$ cat src/rtl/sdram_ch_arbiter.sv
// Purpose:      shares one 32-bit SDRAM channel (req/ready pulse protocol) among three
//               clients (0 = save memory, 1 = DMA, 2 = cart-ROM prefetch), round-robin.
// Latency:      cN_req at edge T -> mem_req high T+1..T+2; mem_ready at edge M -> cN_ready high M..M+1.
// Backpressure: one transaction outstanding; each client holds one pending slot, and a newer
//               request overwrites an ungranted one. A watchdog forces an error completion
//               after TIMEOUT silent WAIT cycles.
//
// Ports:
//   clk, reset                  rising-edge clock, asynchronous active-high reset
//   cN_addr/cN_din/cN_rnw/cN_req  client N request (sampled on the cN_req cycle)
//   cN_dout/cN_ready/cN_err       client N read data, completion pulse, sticky timeout flag
//   mem_addr/mem_din/mem_rnw/mem_req  downstream channel request (held from grant to completion)
//   mem_dout/mem_ready            downstream channel response
module sdram_ch_arbiter #(
  parameter int unsigned TIMEOUT  = 255,
  parameter logic [31:0] ERR_DATA = 32'hFFFFFFFF
) (
  input  logic        clk,
  input  logic        reset,

  input  logic [26:1] c0_addr,
  input  logic [31:0] c0_din,
  input  logic        c0_rnw,
  input  logic        c0_req,
  output logic [31:0] c0_dout,
  output logic        c0_ready,
  output logic        c0_err,

  input  logic [26:1] c1_addr,
  input  logic [31:0] c1_din,
  input  logic        c1_rnw,
  input  logic        c1_req,
  output logic [31:0] c1_dout,
  output logic        c1_ready,
  output logic        c1_err,

  input  logic [26:1] c2_addr,
  input  logic [31:0] c2_din,
  input  logic        c2_rnw,
  input  logic        c2_req,
  output logic [31:0] c2_dout,
  output logic        c2_ready,
  output logic        c2_err,

  output logic [26:1] mem_addr,
  output logic [31:0] mem_din,
  output logic        mem_rnw,
  output logic        mem_req,
  input  logic [31:0] mem_dout,
  input  logic        mem_ready
);

  typedef enum logic {S_IDLE, S_WAIT} state_t;

  // Client inputs gathered into indexable form.
  logic [26:1] in_addr [3];
  logic [31:0] in_din  [3];
  logic [2:0]  in_rnw;
  logic [2:0]  in_req;

  assign in_addr[0] = c0_addr;
  assign in_addr[1] = c1_addr;
  assign in_addr[2] = c2_addr;
  assign in_din[0]  = c0_din;
  assign in_din[1]  = c1_din;
  assign in_din[2]  = c2_din;
  assign in_rnw     = {c2_rnw, c1_rnw, c0_rnw};
  assign in_req     = {c2_req, c1_req, c0_req};

  // Per-client request slots.
  logic [26:1] slot_addr [3];
  logic [31:0] slot_din  [3];
  logic [2:0]  slot_rnw;
  logic [2:0]  pend;

  // Arbitration / transaction state.
  state_t      state;
  logic [1:0]  cur;
  logic [1:0]  last_grant;
  logic [15:0] wd;

  // Client-facing registered outputs.
  logic [31:0] dout_q [3];
  logic [2:0]  ready_q;
  logic [2:0]  err_q;

  assign c0_dout  = dout_q[0];
  assign c1_dout  = dout_q[1];
  assign c2_dout  = dout_q[2];
  assign c0_ready = ready_q[0];
  assign c1_ready = ready_q[1];
  assign c2_ready = ready_q[2];
  assign c0_err   = err_q[0];
  assign c1_err   = err_q[1];
  assign c2_err   = err_q[2];

  // Round-robin pick: scan last_grant+1, last_grant+2, then last_grant itself (mod 3).
  logic [1:0] cand1;
  logic [1:0] cand2;
  logic [1:0] win;
  logic       win_vld;

  always_comb begin
    cand1   = (last_grant == 2'd2) ? 2'd0 : last_grant + 2'd1;
    cand2   = (cand1 == 2'd2) ? 2'd0 : cand1 + 2'd1;
    win     = last_grant;
    win_vld = 1'b0;
    if (pend[cand1]) begin
      win     = cand1;
      win_vld = 1'b1;
    end else if (pend[cand2]) begin
      win     = cand2;
      win_vld = 1'b1;
    end else if (pend[last_grant]) begin
      win     = last_grant;
      win_vld = 1'b1;
    end
  end

  always_ff @(posedge clk or posedge reset) begin
    if (reset) begin
      state      <= S_IDLE;
      cur        <= 2'd0;
      last_grant <= 2'd2;
      wd         <= 16'd0;
      pend       <= 3'b000;
      slot_rnw   <= 3'b111;
      ready_q    <= 3'b000;
      err_q      <= 3'b000;
      mem_req    <= 1'b0;
      mem_addr   <= '0;
      mem_din    <= 32'd0;
      mem_rnw    <= 1'b1;
      for (int n = 0; n < 3; n++) begin
        slot_addr[n] <= '0;
        slot_din[n]  <= 32'd0;
        dout_q[n]    <= 32'd0;
      end
    end else begin
      mem_req <= 1'b0;
      ready_q <= 3'b000;

      case (state)
        S_IDLE: begin
          if (win_vld) begin
            mem_addr   <= slot_addr[win];
            mem_din    <= slot_din[win];
            mem_rnw    <= slot_rnw[win];
            mem_req    <= 1'b1;
            pend[win]  <= 1'b0;
            cur        <= win;
            wd         <= 16'(TIMEOUT);
            state      <= S_WAIT;
          end
        end

        S_WAIT: begin
          // mem_rnw still carries the in-flight direction; it is held until completion.
          if (mem_ready) begin
            if (mem_rnw) dout_q[cur] <= mem_dout;
            ready_q[cur] <= 1'b1;
            last_grant   <= cur;
            state        <= S_IDLE;
          end else if (wd == 16'd1) begin
            // TIMEOUT silent WAIT cycles elapsed: complete with an error.
            if (mem_rnw) dout_q[cur] <= ERR_DATA;
            err_q[cur]   <= 1'b1;
            ready_q[cur] <= 1'b1;
            last_grant   <= cur;
            state        <= S_IDLE;
          end else begin
            wd <= wd - 16'd1;
          end
        end

        default: state <= S_IDLE;
      endcase

      // Capture comes last so a request arriving on its own client's grant edge
      // stays pending (the grant already used the old slot), and a request on a
      // timeout edge leaves the err flag cleared.
      for (int n = 0; n < 3; n++) begin
        if (in_req[n]) begin
          slot_addr[n] <= in_addr[n];
          slot_din[n]  <= in_din[n];
          slot_rnw[n]  <= in_rnw[n];
          pend[n]      <= 1'b1;
          err_q[n]     <= 1'b0;
        end
      end
    end
  end

endmodule

$ cat config.mk
export PLATFORM = sky130hd
export DESIGN_NAME = sdram_ch_arbiter
export DESIGN_NICKNAME = d
export VERILOG_FILES = /design/src/rtl/sdram_ch_arbiter.sv
export SDC_FILE = /design/constraint.sdc
export NUM_CORES = 1
export LEC_CHECK = 0
export BUFFER_PORTS_ARGS = -buffer_cell sky130_fd_sc_hd__buf_2
export CORE_ASPECT_RATIO = 2
export CORE_UTILIZATION = 53
export CTS_CLUSTER_DIAMETER = 60
export CTS_CLUSTER_SIZE = 28
export DETAILED_ROUTE_END_ITERATION = 8
export GPL_TIMING_DRIVEN = 0
export HOLD_SLACK_MARGIN = 0.08
export PLACE_DENSITY = 0.84
export SYNTH_ARGS = -nofsm -noshare
export SYNTH_HDL_FRONTEND = slang
export SYNTH_SLANG_ARGS = --single-unit
$ cat constraint.sdc
create_clock -name clk -period 17.6 [get_ports clk]
set_clock_uncertainty 0.2 [all_clocks]
set_input_delay 3.52 -clock clk [delete_from_list [all_inputs] [get_ports clk]]
set_output_delay 3.52 -clock clk [all_outputs]
set_load 0.02 [all_outputs]
Yosys cells after proc, flatten, opt, wreduce, memory -nomap -nowiden
Index checks and enable logic that the tools add are counted.
Word-level totals
  bits in registers: 363
  input bits: 215
  output and inout bits: 162
  logic and storage cells: 141
Cells by class
  add/subtract/negate cells: 3
  order comparisons: 10
  equality and inequality tests: 14
  mux-type cells: 57
  bitwise logic cells: 7
  reduce and logical (&&, ||, !) cells: 23
Operators by type and width (number)
  two-way mux 96 bit: 4
  bitwise mux 96 bit: 1
  two-way mux 32 bit: 3
  OR 96 bit: 1
  binary-select mux 32 bit (select 2 bit): 1
  demux 32 bit (select 2 bit): 1
  binary-select mux 26 bit (select 2 bit): 1
  two-way mux 26 bit: 2
  two-way mux 16 bit: 3
  one-hot mux 16 bit (2 select lines): 1
  two-way mux 3 bit: 8
  != test 2 bit, second input constant: 11
  nonzero test 2 bit: 10
  two-way mux 1 bit: 19
  == test 16 x 1 -> 1 bit, second input constant: 1
  subtractor 16 x 1 -> 16 bit, second input constant: 1
  < comparator 2 x 3 -> 1 bit, second input constant: 5
  two-way mux 2 bit: 6
  AND reduction 3 bit: 4
  AND reduction 2 bit: 5
  binary-select mux 1 bit (select 2 bit): 4
  >= comparator 3 bit, second input constant: 2
  NOT 2 -> 3 bit: 2
  adder 2 x 1 -> 2 bit, second input constant: 2
  other kinds (11): 16

Logic depth before layout (Yosys ltp)
  depth after elaboration: 17
  depth in mapped cells: 9
  depth with buffers taken out: 7

Least setup slack after synthesis
No wires, ideal clock.
  kind: input port to flip-flop
  start: input mem_ready
  end: register wd[11]
  setup time: 0.125 ns
  arrival: 4.754 ns
  required time: 17.275 ns
  setup slack: 12.521 ns
  stages: 6
  buffers on the path: 1
  cells stage by stage: buf_4 > and2b_2 > and4b_4 > nand2_2 > or4_4 > mux2i_1
Between the ends
  word-level cells in the longest chain between the ends: 2
RTL lines
  start: declaration: line 50  | input logic mem_ready
  != test 2 bit (no source line)
  AND reduction 3 bit (no source line)
  end signal: assignment: line 152  | wd <= 16'(TIMEOUT);
  end signal: assignment: line 172  | wd <= wd - 16'd1;
  end: declaration: line 80  | logic [15:0] wd;
Every way passes these cells.
A chain may end at the register's enable or synchronous reset.

Worst setup path in the final report
  start: register mem_rnw
  end: output mem_rnw
RTL lines
  start: declaration: line 47  | output logic mem_rnw,
  start signal: assignment: line 148  | mem_rnw <= slot_rnw[win];
No word-level cell between the ends.

==> summary.md <==
| Metric | Value |
|---|---|
| Clk Latency, worst-skew pair | `0.51 ns` |
| Rel. slew slack | `0.2545` |
| Cell Chain, Critical Path | `buf_2` |
| Final net count | `1625` |
| Area grow syn2layout | `20.20%` |
| Slowest-stage cell, CP | `dfstp_2` |
| Post-Synthesis Cells | `1014` |
| Initial Util | `0.5381` |
| Pins Over Slew Limit | `0` |
| Leak | `7.965 nW` |
| Combinational Power Share | `0.401` |
| Vias in the first global route | `10830` |
| Synth warn | `0` |
| Syn Std Cell Area | `14420 um2` |
| Worst-Margin Slew | `1.110 ns` |
| Layout Utilization | `0.6469` |
| Area of the multi-input gates | `4981 um2` |
| Crit path buf inv count | `1` |
| Layout cells sized above 1 | `0.4333` |
| Largest net degree at the start of global routing | `109` |
| Register area share after synthesis | `0.6303` |
| Initial antenna violation count | `15` |
| DRT Pass-1 Iters | `4` |
| Top cells by count, synth | `358 x dfrtp_1, 179 x mux2_2, 95 x o22a_1, 65 x o21ai_0, 62 x mux2i_1` |
| Avg Inst Size Synth | `14.22 um2` |
| Fin crit period | `5.040 ns` |
| Largest delay contributor family on the critical path | `flip-flops` |
| # rows | `85` |
| Worst r2r src | `state$_DFF_PP0_` |
| EDFF count, synth | `0` |
| CTS Buffer Depth | `3` |
| Post-DRT Antenna Nets | `0` |
| Buffers on Ports | `372` |
| RSZ-0062 raised after global routing | `no` |
| CTS tree | `yes` |
| Post-synth top area share | `0.6212` |
| Final hold violation count | `0` |
| Clk pin slew, worst setup/hold paths | `0.11 ns` |
| Total internal power | `1.688 mW` |
| Crit share post-route | `0.2864` |
| CP Launch Point | `mem_rnw$_DFFE_PP1P_` |
| Die area | `27920 um2` |
| Root buffer cell | `clkbuf_16` |
| TritonCTS sink count | `363` |
| Detailed Place HPWL | `27.93 mm` |
| Cells taking the most area after synthesis | `dfrtp_1 62%, mux2_2 14%, o22a_1 5.8%` |
| HP Start | `c2_dout[5]$_DFFE_PP0P_` |
| Outcome | `finished clean` |
| Max IR drop VDD | `0.1279 mV` |
| CP endpoint kind | `output pin` |
| GRT Total Usage | `0.2658` |
| # IOs | `377` |
| Core Box Area | `26800 um2` |
| Post CTS Setup Buffer Count | `0` |
| First-pass GRT wire length | `57.76 mm` |
| Critical path type | `register to output pin` |
| Critical path arrival | `1.32 ns` |
| Count leader, synth | `dfrtp_1` |
| Syn nets | `1231` |
| Routability cong. | `0.8605` |
| Final WS setup | `12.56 ns` |
| FF/Latch Area | `9090 um2` |
| Sum Neg Setup Slack | `0 ns` |
| Routed length per instance | `20.63 um` |
| Cell taking the most area after synthesis | `dfrtp_1` |
| Distinct cells, synth | `48` |
| GRT overflow | `0` |
| Total CTS buffers | `17` |
| Worst slack at placement | `12.26 ns` |
| Power Density | `159.3 nW/um2` |
| Max_cap viols | `0` |
| Worst Path Max Fanout | `7` |
| DRC Markers | `0` |
| Flop pwr share | `0.437` |
| Worst EP required | `13.88 ns` |
| Tot Pwr | `2.762 mW` |
| Number of fill cells | `2046` |
| Switching Share | `0.3886` |
| Via count | `10110` |
| PostCTS Resize Cnt | `0` |
| DR vias/cell | `5.685` |
| Sw power | `1.073 mW` |
| Dominant synthesized flop cell | `dfrtp_1` |
| Worst path max stage delay | `0.61 ns` |
| CTS H-tree lvls | `1` |
| Worst Hold Class | `register to register` |
| Crit path launch type | `register` |
| CTS Hold Bufs | `0` |
| Die Ht | `235.3 um` |
| Ys async rst share | `1.000` |
| Yosys reg bits | `363` |
| Die width | `118.6 um` |
| Clock share of power | `0.162` |
| Fmax | `0.1984 GHz` |
| # setup viols final | `0` |
| DR iter-0 viols | `393` |
| Final wirelength | `36.69 mm` |
==> path summary, 6_finish.rpt <==
check	endpoint	slack, ns	cells past startpoint
max in group asynchronous	slot_din[44]$_DFFE_PP0P_	12.99	4
min in group asynchronous	c0_dout[28]$_DFFE_PP0P_	2.85	2
max	mem_rnw	12.56	1
max reg2reg	mem_addr[11]$_DFFE_PP0P_	14.85	5
min reg2reg	c2_dout[5]$_DFFE_PP0P_	0.29	1
min	c2_dout[5]$_DFFE_PP0P_	0.29	1
==> routing by layer <==
layer  up-vias  track usage  wire, um
met5         -            0        13
met4         2       0.1492      1696
met3        89      0.04433      1953
met2       356       0.4886     20130
met1      5121       0.2841     12900
li1       4546            -         -
==> registers in the layout, summed over array words and instances, names as in the netlist <==
register    cells
slot_addr      78
c1_dout        32
mem_din        32
slot_din       96
slot_rnw        3
c2_dout        32
ready_q         3
last_grant      2
wd             16
mem_rnw         1
pend            3
state           1
cur             2
mem_req         1
mem_addr       26
c0_dout        32
err_q           3
==> power by group through the flow <==
stage | Clock [mW] | Combinational (mW) | Sequential (mW)
2_1_floorplan | 0 | 0.492 | 1.43
3_3_place_gp | 0 | 1.08 | 1.21
3_5_place_dp | 0 | 1.12 | 1.22
4_1_cts | 0.463 | 1.12 | 1.20
5_1_grt | 0.486 | 1.19 | 1.23
6_report | 0.448 | 1.11 | 1.21
==> kinds of logic (layout without fill, tap and decap cells) <==
kind of cell | count (synthesis) | after routing | share of synthesized area
compound gates | 245 | 245 | 0.1233
xor+xnor | 6 | 6 | 0.003644
fa+ha+maj | 2 | 2 | 0.001735
buf+inv | 78 | 481 | 0.02438
flops | 363 | 363 | 0.6303
mux | 241 | 241 | 0.1828
other cells | 0 | 14 | 0
simple gates | 79 | 79 | 0.03392
==> cells in the final DEF (no fill, tap or decap), types with 6 or more instances in the layout <==
cell / instances
buf_2: 386
dfrtp_1: 358
mux2_2: 179
o22a_1: 95
o21ai_0: 65
mux2i_1: 62
clkbuf_1: 60
a22oi_1: 59
nand2_1: 17
clkbuf_16: 17
nor2_1: 15
diode_2: 14
nor3_1: 7
nand3_1: 6
a21oi_1: 6
==> metrics by stage <==
stage	hold WS, ns	cells	area [um2]
CTS	0.2951	1765	17300
global route	0.3032	1778	17330
finish	0.2929	1779	17340
global placement	0.2642	1734	16720
detailed placement	0.2719	1737	16810
floorplan	0.2690	1014	14420
==> final cells by class <==
type,instances,area share
multi-input cells,573,0.2873
flip-flops and latches,363,0.5243
inverters,5,0.001516
repair buffers,375,0.1122
clock inverters,2,0.001876
plain buffers,73,0.01920
well taps,348,0.02512
diodes,14,0.002021
clock buffers,26,0.02649
Power figures use the tool's default switching activity.
